[config.mk]
export PLATFORM = sky130hd
export DESIGN_NAME = ace_ar_region_demux
export DESIGN_NICKNAME = d
export VERILOG_FILES = /design/src/rtl/ace_ar_region_demux.sv
export SDC_FILE = /design/constraint.sdc
export NUM_CORES = 1
export LEC_CHECK = 0
export BUFFER_PORTS_ARGS = -buffer_cell sky130_fd_sc_hd__buf_2
export CAP_MARGIN = 20
export CORE_AREA = 3 3 214 216
export CTS_BUF_LIST = sky130_fd_sc_hd__clkbuf_2
export DETAILED_ROUTE_END_ITERATION = 12
export DIE_AREA = 0 0 217 219
export HOLD_SLACK_MARGIN = 0.12
export RECOVER_POWER = 100
export REMOVE_ABC_BUFFERS = 1
export SLEW_MARGIN = 20
export SYNTH_ARGS = -nofsm -noshare
export SYNTH_HDL_FRONTEND = slang
export SYNTH_SLANG_ARGS = --single-unit
[constraint.sdc]
create_clock -name clk_i -period 4.5 [get_ports clk_i]
set_input_delay 0.9 -clock clk_i [delete_from_list [all_inputs] [get_ports clk_i]]
set_output_delay 0.9 -clock clk_i [all_outputs]
set_load 0.01 [all_outputs]
[src/rtl/ace_ar_region_demux.sv]
// ace_ar_region_demux: routes ACE reads to one of NumMst ports by address window,
// keeping every in-flight read on a single target and answering unmapped reads with DECERR.
package culsans_pkg;
    typedef struct packed {
        logic [3:0]  id;
        logic [63:0] addr;
        logic [7:0]  len;
        logic [2:0]  size;
        logic [1:0]  burst;
        logic        lock;
        logic [3:0]  cache;
        logic [2:0]  prot;
        logic [3:0]  qos;
        logic [3:0]  region;
        logic [3:0]  snoop;
        logic [1:0]  bar;
        logic [1:0]  domain;
    } ace_ar_t;
    typedef struct packed {
        logic [3:0]  id;
        logic [63:0] data;
        logic [3:0]  resp;
        logic        last;
    } ace_r_t;
endpackage

module ace_ar_region_demux #(
    parameter int unsigned NumMst = 2,
    parameter int unsigned NumRules = 3,
    parameter int unsigned MaxTxns = 8,
    parameter int unsigned AddrWidth = 64,
    parameter logic [AddrWidth-1:0] RuleBase [NumRules] = '{64'h8000_0000, 64'h1000_0000, 64'h0},
    parameter logic [AddrWidth-1:0] RuleLength [NumRules] = '{64'h4000_0000, 64'h1000, 64'h1000},
    parameter int unsigned RuleTarget [NumRules] = '{0, 1, 1},
    parameter type ar_chan_t = culsans_pkg::ace_ar_t,
    parameter type r_chan_t = culsans_pkg::ace_r_t
) (
    input  logic                    clk_i,
    input  logic                    rst_ni,
    input  ar_chan_t                slv_ar_i,
    input  logic                    slv_ar_valid_i,
    output logic                    slv_ar_ready_o,
    output r_chan_t                 slv_r_o,
    output logic                    slv_r_valid_o,
    input  logic                    slv_r_ready_i,
    output ar_chan_t [NumMst-1:0]   mst_ar_o,
    output logic [NumMst-1:0]       mst_ar_valid_o,
    input  logic [NumMst-1:0]       mst_ar_ready_i,
    input  r_chan_t [NumMst-1:0]    mst_r_i,
    input  logic [NumMst-1:0]       mst_r_valid_i,
    output logic [NumMst-1:0]       mst_r_ready_o,
    output logic                    busy_o,
    output logic                    dec_err_o
);
    localparam int unsigned TgtW = NumMst > 1 ? $clog2(NumMst) : 1;
    localparam int unsigned CntW = $clog2(MaxTxns + 1);

    typedef enum logic {IDLE, RESP} state_t;

    state_t          state, state_next;
    logic [CntW-1:0] cnt;
    logic [TgtW-1:0] cur_tgt, dec_tgt;
    logic            dec_hit, oreg_valid, ar_acc, r_last_hs, err_last;
    logic [AddrWidth:0] addr_x;
    ar_chan_t        oreg, err_ar;
    logic [$bits(err_ar.len)-1:0] beat;

    // Descending scan so the lowest matching rule index wins; one extra bit keeps base+length from wrapping.
    always_comb begin
        dec_hit = 1'b0;
        dec_tgt = '0;
        addr_x = {1'b0, slv_ar_i.addr[AddrWidth-1:0]};
        for (int i = int'(NumRules) - 1; i >= 0; i--) begin
            if (addr_x >= {1'b0, RuleBase[i]} && addr_x < {1'b0, RuleBase[i]} + {1'b0, RuleLength[i]}) begin
                dec_hit = 1'b1;
                dec_tgt = TgtW'(RuleTarget[i]);
            end
        end
    end

    assign slv_ar_ready_o = rst_ni && state == IDLE && cnt < CntW'(MaxTxns)
                          && (cnt == '0 || (dec_hit && dec_tgt == cur_tgt))
                          && (!oreg_valid || mst_ar_ready_i[cur_tgt]);
    assign ar_acc = slv_ar_valid_i && slv_ar_ready_o;
    assign dec_err_o = ar_acc && !dec_hit;
    assign err_last = beat == err_ar.len;
    assign r_last_hs = state == RESP ? slv_r_ready_i && err_last
                                     : mst_r_valid_i[cur_tgt] && slv_r_ready_i && mst_r_i[cur_tgt].last;
    assign busy_o = cnt != '0 || oreg_valid || state != IDLE;
    assign mst_ar_o = {NumMst{oreg}};

    // Downstream R beats are held off while the error responder owns the upstream R channel.
    always_comb begin
        mst_ar_valid_o = '0;
        mst_r_ready_o = '0;
        mst_ar_valid_o[cur_tgt] = oreg_valid;
        mst_r_ready_o[cur_tgt] = rst_ni && state == IDLE && slv_r_ready_i;
        slv_r_o = mst_r_i[cur_tgt];
        slv_r_valid_o = rst_ni && state == IDLE && mst_r_valid_i[cur_tgt];
        if (state == RESP) begin
            slv_r_o = '0;
            slv_r_o.id = err_ar.id;
            slv_r_o.resp = 4'b0011;
            slv_r_o.last = err_last;
            slv_r_valid_o = 1'b1;
        end
    end

    always_comb state_next = state == IDLE ? (dec_err_o ? RESP : IDLE)
                                           : (slv_r_ready_i && err_last ? IDLE : RESP);

    always_ff @(posedge clk_i or negedge rst_ni) begin
        if (!rst_ni) state <= IDLE;
        else state <= state_next;
    end

    always_ff @(posedge clk_i or negedge rst_ni) begin
        if (!rst_ni) begin
            cnt <= '0;
            cur_tgt <= '0;
            oreg_valid <= 1'b0;
            oreg <= '0;
            err_ar <= '0;
            beat <= '0;
        end else begin
            cnt <= cnt + CntW'(ar_acc) - CntW'(r_last_hs && cnt != '0);
            if (ar_acc && dec_hit) begin
                cur_tgt <= dec_tgt;
                oreg <= slv_ar_i;
                oreg_valid <= 1'b1;
            end else if (mst_ar_ready_i[cur_tgt]) begin
                oreg_valid <= 1'b0;
            end
            if (dec_err_o) err_ar <= slv_ar_i;
            beat <= state == RESP ? (slv_r_ready_i ? (err_last ? '0 : beat + 1'b1) : beat) : '0;
        end
    end
endmodule

Word-level counts from Yosys, hierarchy flattened
Cells that the tools add are included.
{"block": "word_totals", "reg_bits": 132, "output_inout_bits": 291, "wordCells": 86}
{"block": "op_classes", "mux": 23, "add_sub_neg": 3, "bitwise": 3, "n_lt_le_gt_ge": 8, "eq_ne": 3, "reduce_logical": 26}
{"cell": "$mux W73", "n": 3}
{"cell": "$ge A64 B29 Y1 const B", "n": 1}
{"cell": "$ge A64 B32 Y1 const B", "n": 1}
{"cell": "$lt A64 B13 Y1 const B", "n": 1}
{"cell": "$lt A64 B29 Y1 const B", "n": 1}
{"cell": "$lt A64 B32 Y1 const B", "n": 1}
{"cell": "$mux W8", "n": 3}
{"cell": "$logic_and A1 B1 Y1", "n": 17}
{"cell": "$mux W1", "n": 16}
{"cell": "$add A8 B1 Y8 const B", "n": 1}
{"cell": "$eq A8 B8 Y1", "n": 1}
{"cell": "$add A4 B1 Y4", "n": 1}
{"cell": "$and A2 B2 Y2", "n": 2}
{"cell": "$logic_not A4 Y1", "n": 1}
{"cell": "$logic_or A1 B1 Y1", "n": 4}
{"cell": "$lt A4 B4 Y1 const B", "n": 1}
{"cell": "$reduce_bool A4 Y1", "n": 1}
{"cell": "$sub A4 B1 Y4", "n": 1}
{"cell": "$logic_not A1 Y1", "n": 2}
{"cell": "$lt A1 B2 Y1 const B", "n": 1}
{"cell": "$ne A2 B2 Y1 const B", "n": 1}
{"cell": "$reduce_bool A2 Y1", "n": 1}
{"cell": "$demux W1 S1", "n": 1}
{"cell": "$eq A1 B1 Y1", "n": 1}
{"cell": "2 further kinds", "n": 2}

Logic depth before layout (Yosys ltp)
{"block": "depth", "depth_word": 13, "depth_mapped": 11, "ltp_nobuf": 11}

Worst setup path after synthesis
No wires, ideal clock.
{"block": "synth_timing", "path_type": "input port to output port", "start": "input port slv_ar_i[77] (netlist bit)", "end": "output port dec_err_o", "setup_slack_ps": 1432, "t_arrival_ps": 2168, "required_ps": 3600, "stages": 5, "path_cell_list": "or3_1 > nor3_2 > a211o_1 > buf_2 > inv_1"}
{"block": "synth_via", "elab_chain_cells": 11, "elab_cells_between_ends": 19, "cone_classes": "5 x order compare; 1 x eq/ne; 4 x mux; 9 x reduce/logical"}
{"element": "start, declared", "line": "40", "rtl": "input ar_chan_t slv_ar_i,"}
{"element": "$lt A64 B13 Y1 (tied with other cells)", "line": "74", "rtl": "if (addr_x >= {1'b0, RuleBase[i]} && addr_x < {1'b0, RuleBase[i]} + {1'b0, RuleLength[i]}) begin"}
{"element": "$mux W1 / $logic_and A1 B1 Y1 (equally long branches)", "line": "74"}
{"element": "$mux W1 (2 in series)", "line": "74"}
{"element": "$eq A1 B1 Y1", "line": "82", "rtl": "&& (cnt == '0 || (dec_hit && dec_tgt == cur_tgt))"}
{"element": "$logic_and A1 B1 Y1", "line": "82"}
{"element": "$logic_or A1 B1 Y1", "line": "82"}
{"element": "$logic_and A1 B1 Y1", "line": "82"}
{"element": "$logic_and A1 B1 Y1", "line": "83", "rtl": "&& (!oreg_valid || mst_ar_ready_i[cur_tgt]);"}
{"element": "$logic_and A1 B1 Y1", "line": "84", "rtl": "assign ar_acc = slv_ar_valid_i && slv_ar_ready_o;"}
{"element": "$logic_and A1 B1 Y1 (*)", "line": "85", "rtl": "assign dec_err_o = ar_acc && !dec_hit;"}
{"element": "end, declared", "line": "53", "rtl": "output logic dec_err_o"}
Mark *: on every way between the ends. The rest lies on a longest branch, timed or not.

Worst setup path in the final report
{"block": "layout_timing", "start": "register cur_tgt", "end": "output port dec_err_o"}
{"block": "layout_via", "elab_chain_cells": 7, "elab_cells_between_ends": 10, "cone_classes": "1 x eq/ne; 2 x mux; 7 x reduce/logical"}
{"element": "start, declared", "line": "62", "rtl": "logic [TgtW-1:0] cur_tgt, dec_tgt;"}
{"element": "start signal, assigned", "line": "128", "rtl": "cur_tgt <= dec_tgt;"}
{"element": "$eq A1 B1 Y1", "line": "82"}
{"element": "$logic_and A1 B1 Y1", "line": "82"}
{"element": "$logic_or A1 B1 Y1", "line": "82"}
{"element": "$logic_and A1 B1 Y1", "line": "82"}
{"element": "$logic_and A1 B1 Y1 (*)", "line": "83"}
{"element": "$logic_and A1 B1 Y1 (*)", "line": "84"}
{"element": "$logic_and A1 B1 Y1 (*)", "line": "85"}
Mark *: on every way between the ends. The rest lies on a longest branch, timed or not. The select of a mux whose other input is x is not followed.

==> results.md <==
* NumNets Final at around 1400
* Comb power frac at roughly 25%
* Yosys top cell by area: dfrtp_1
* Port Buf Inserts at around 550
* Largest net degree at the start of global routing at 88
* Outcome: complete, but fails checks
* HPWL after DPL at roughly 24 mm
* Max Cap Violations at 2
* Synth Warn # at 0
* Initial core utilization at 16.34%
* Die area at ~48000 sq um
* Hold Crit Class: input port to register
* Area Overhead vs Synth at 35.21%
* DRT iter0 DRCs at between 150 and 200
* Synth Cell Area at ~7000 sq um
* Die Y-Extent at approximately 220 um
* Setup violators final at 0
* DRC viols at 0
* Crit Path Category: register to output port
* Met1 usage at 12.30%
* Final Hold Vio Count at 0
* Final Power at between 2000 and 3000 uW
* Post-CTS setup buffers at 0
* FF+latch count, synth at ~130
* Worst Skew at 0.03813 ns
* Worst-path fanout max at 35
* DR pass1 iterations at 6
* Failing checks: capacitance limit, slew limit
* Fmax at about 250 MHz
* Met2 GRT Util at 21.08%
* Clock power frac at around 29%
* Most common cell after layout, fill and taps aside: clkbuf_1
* Most used DFF post-synth: dfrtp_1
* Async SR Flop Fraction at 100.0%
* Synth top area share at 45.81%
* Area of the core at roughly 44000 sq um
* Psw at between 900 and 1000 uW
* Kind of end point of the critical path: output port
* Data arrival, critical path at between 3 and 4 ns
* Final hold slack at ~0.37 ns
* Period utilization at a little under 90%
* Mean post-synth cell area at 11.11 sq um
* Max rail drop VDD at 252.3 uV
* RSZ-0062 raised after global routing: false
* Worst Path Buf+Inv at 2
* Antenna violation net count after detailed routing at 0
* First-pass GRT wire length at between 40 and 50 mm
* Vias in the first global route at ~6500
* Commonest cells after routing, fill and taps aside: clkbuf_1, buf_2, dfrtp_1
* Non-Filler Instances at around 1700
* Vias post-DR at 6408
* Power per standard cell area at 300.8 nW/um^2
* CP max stage cell: dfrtp_4
* Gate Count Post-Synth at roughly 650
* CTS H-tree depth at 4
* Clock tree buffer depth at 2
* Vias per cell at 3.774
* Post-Place Cells at 1663
* Number of synthesized flops with an enable pin at 0
* Share of cells above drive strength 1 at approximately 34%
* Clock root buffer: clkbuf_2
* Worst-path clk slew at around 0.21 ns
* Routed len/inst at about 17 um
* Measured slew at the worst slew-check pin at 2.393 ns
* Leakage power at about 0.0052 uW
* Net Sw Frac at about a third
* Std-Cell Rows at a little under 80
* Max Slew Vio Count at roughly 110
* Clk_lat worst skew at approximately 0.75 ns
* Synth cell types at 44
* Met3 Usage GRT at a little over 3%
* TritonCTS clock tree: built
* Grt total ovfl at 0
* Worst EP required at around 3.6 ns
* Fill cells at between 5000 and 6000
* Internal power at approximately 1900 uW
* CP cell instances: mux2i_1, a2111oi_4, nand2_1, a211o_1, inv_1, clkbuf_1
* WL final at between 20 and 30 mm
* Largest delay share family, worst path: compound AO/OA/AOI/OAI gates
* CTS sink cnt at between 100 and 150
* RePlAce Congestion at just under 0.8
* Min cycle time layout at roughly 4.0 ns
* Global Route Usage Sum at a little under an eighth
* Io pins at 550
* Die W at ~220 um
* Antenna violations before repair at 5
* Crit path largest cell delay at a little over 0.8 ns
* Sequential area share after synthesis at 45.81%
* Worst slew margin at -59.55%
* Busiest layer in global routing: met2
* Reg power frac at roughly 47%
* Setup_tns at 0 ns
* CP Launch Type: register
* CTS buffer count at 17
* Largest cells by area after synthesis: dfrtp_1, mux2_2, buf_4
[timing repair]
action	CTS	global route
hold endpoints to repair	20	0
hold buffers	1	0
resized for setup	0	0
[synthesized netlist by cell type, types with 6 or more instances]
library cell,instances
buf_1,7
buf_2,10
a21oi_1,6
nand4_1,6
mux2_2,78
nor2_1,74
nand2_1,13
o21ai_0,7
mux2i_1,72
clkbuf_1,12
buf_4,105
dfrtp_1,132
xnor2_1,12
inv_1,12
and2_1,35
nor4_1,13
mux2_4,6
[per-layer routing]
metal | share of wire [%] | vias to the layer above
met2 | 52 | 361
met5 | 0.045 | -
li1 | - | 2981
met4 | 3.4 | 2
met1 | 37 | 3024
met3 | 7.6 | 40
[power by group through the flow]
stage / Combinational (uW) / Sequential [uW] / Clock (uW)
floorplan: 366 / 1350 / 0
global placement: 765 / 1390 / 0
detailed placement: 780 / 1390 / 0
CTS: 785 / 1370 / 908
global route: 807 / 1380 / 939
finish: 722 / 1370 / 845
[metrics by stage]
stage          util, %  instance area (sq um)  setup WS [ns]
2_1_floorplan        -                   6290         -1.738
3_3_place_gp     22.38                   9873          1.109
3_5_place_dp     22.38                   9873          1.122
4_1_cts          23.03                  10160         0.2744
5_1_grt          22.09                   9749         0.1585
6_report         22.09                   9749         0.5141
[cells by family (layout without fill, tap and decap cells)]
logic type / Yosys count / in the layout / share of synthesized area, %
buffers and inverters: 147 / 602 / 13.40
other: 0 / 2 / 0
AOI/OAI and AO/OA: 33 / 33 / 3.488
adders and majority gates: 6 / 6 / 1.145
muxes: 156 / 156 / 23.43
DFF: 132 / 132 / 45.81
xor gates and xnor gates: 14 / 14 / 1.701
and+or+nand+nor: 161 / 161 / 11.04
[layout make-up]
type                       count  area, sq um  share of cell area (%)
antenna                        2        5.005                 0.05133
inverter                      12        45.04                  0.4620
multi-input combinational    370         2927                   30.02
timing repair buffer         558         2442                   25.05
sequential                   132         3311                   33.96
clock inverter                12        178.9                   1.835
clock buffer                  20        100.1                   1.027
tap                          592        740.7                   7.598
[registers in the layout, indices dropped and copies added (netlist names)]
register    flops
oreg_valid      1
state           1
cur_tgt         1
err_ar         12
beat            8
mst_ar_o      105
cnt             4
[worst paths after layout]
| check | start | to | slack, ns | depth (start not counted) |
|---|---|---|---|---|
| worst max-delay path | cur_tgt$_DFFE_PN0P_ | dec_err_o | 0.51 | 6 |
| worst min-delay path | slv_ar_i[16] | mst_ar_o[16]$_DFFE_PN0P_ | 0.37 | 2 |
| worst max register to register | cur_tgt$_DFFE_PN0P_ | mst_ar_o[47]$_DFFE_PN0P_ | 0.56 | 6 |
| worst min register to register | err_ar[101]$_DFFE_PN0P_ | err_ar[101]$_DFFE_PN0P_ | 0.54 | 1 |
| max in group asynchronous | rst_ni | cur_tgt$_DFFE_PN0P_ | 1.18 | 3 |
| min in group asynchronous | rst_ni | mst_ar_o[77]$_DFFE_PN0P_ | 0.53 | 2 |
(Power assumes the default switching activity.)
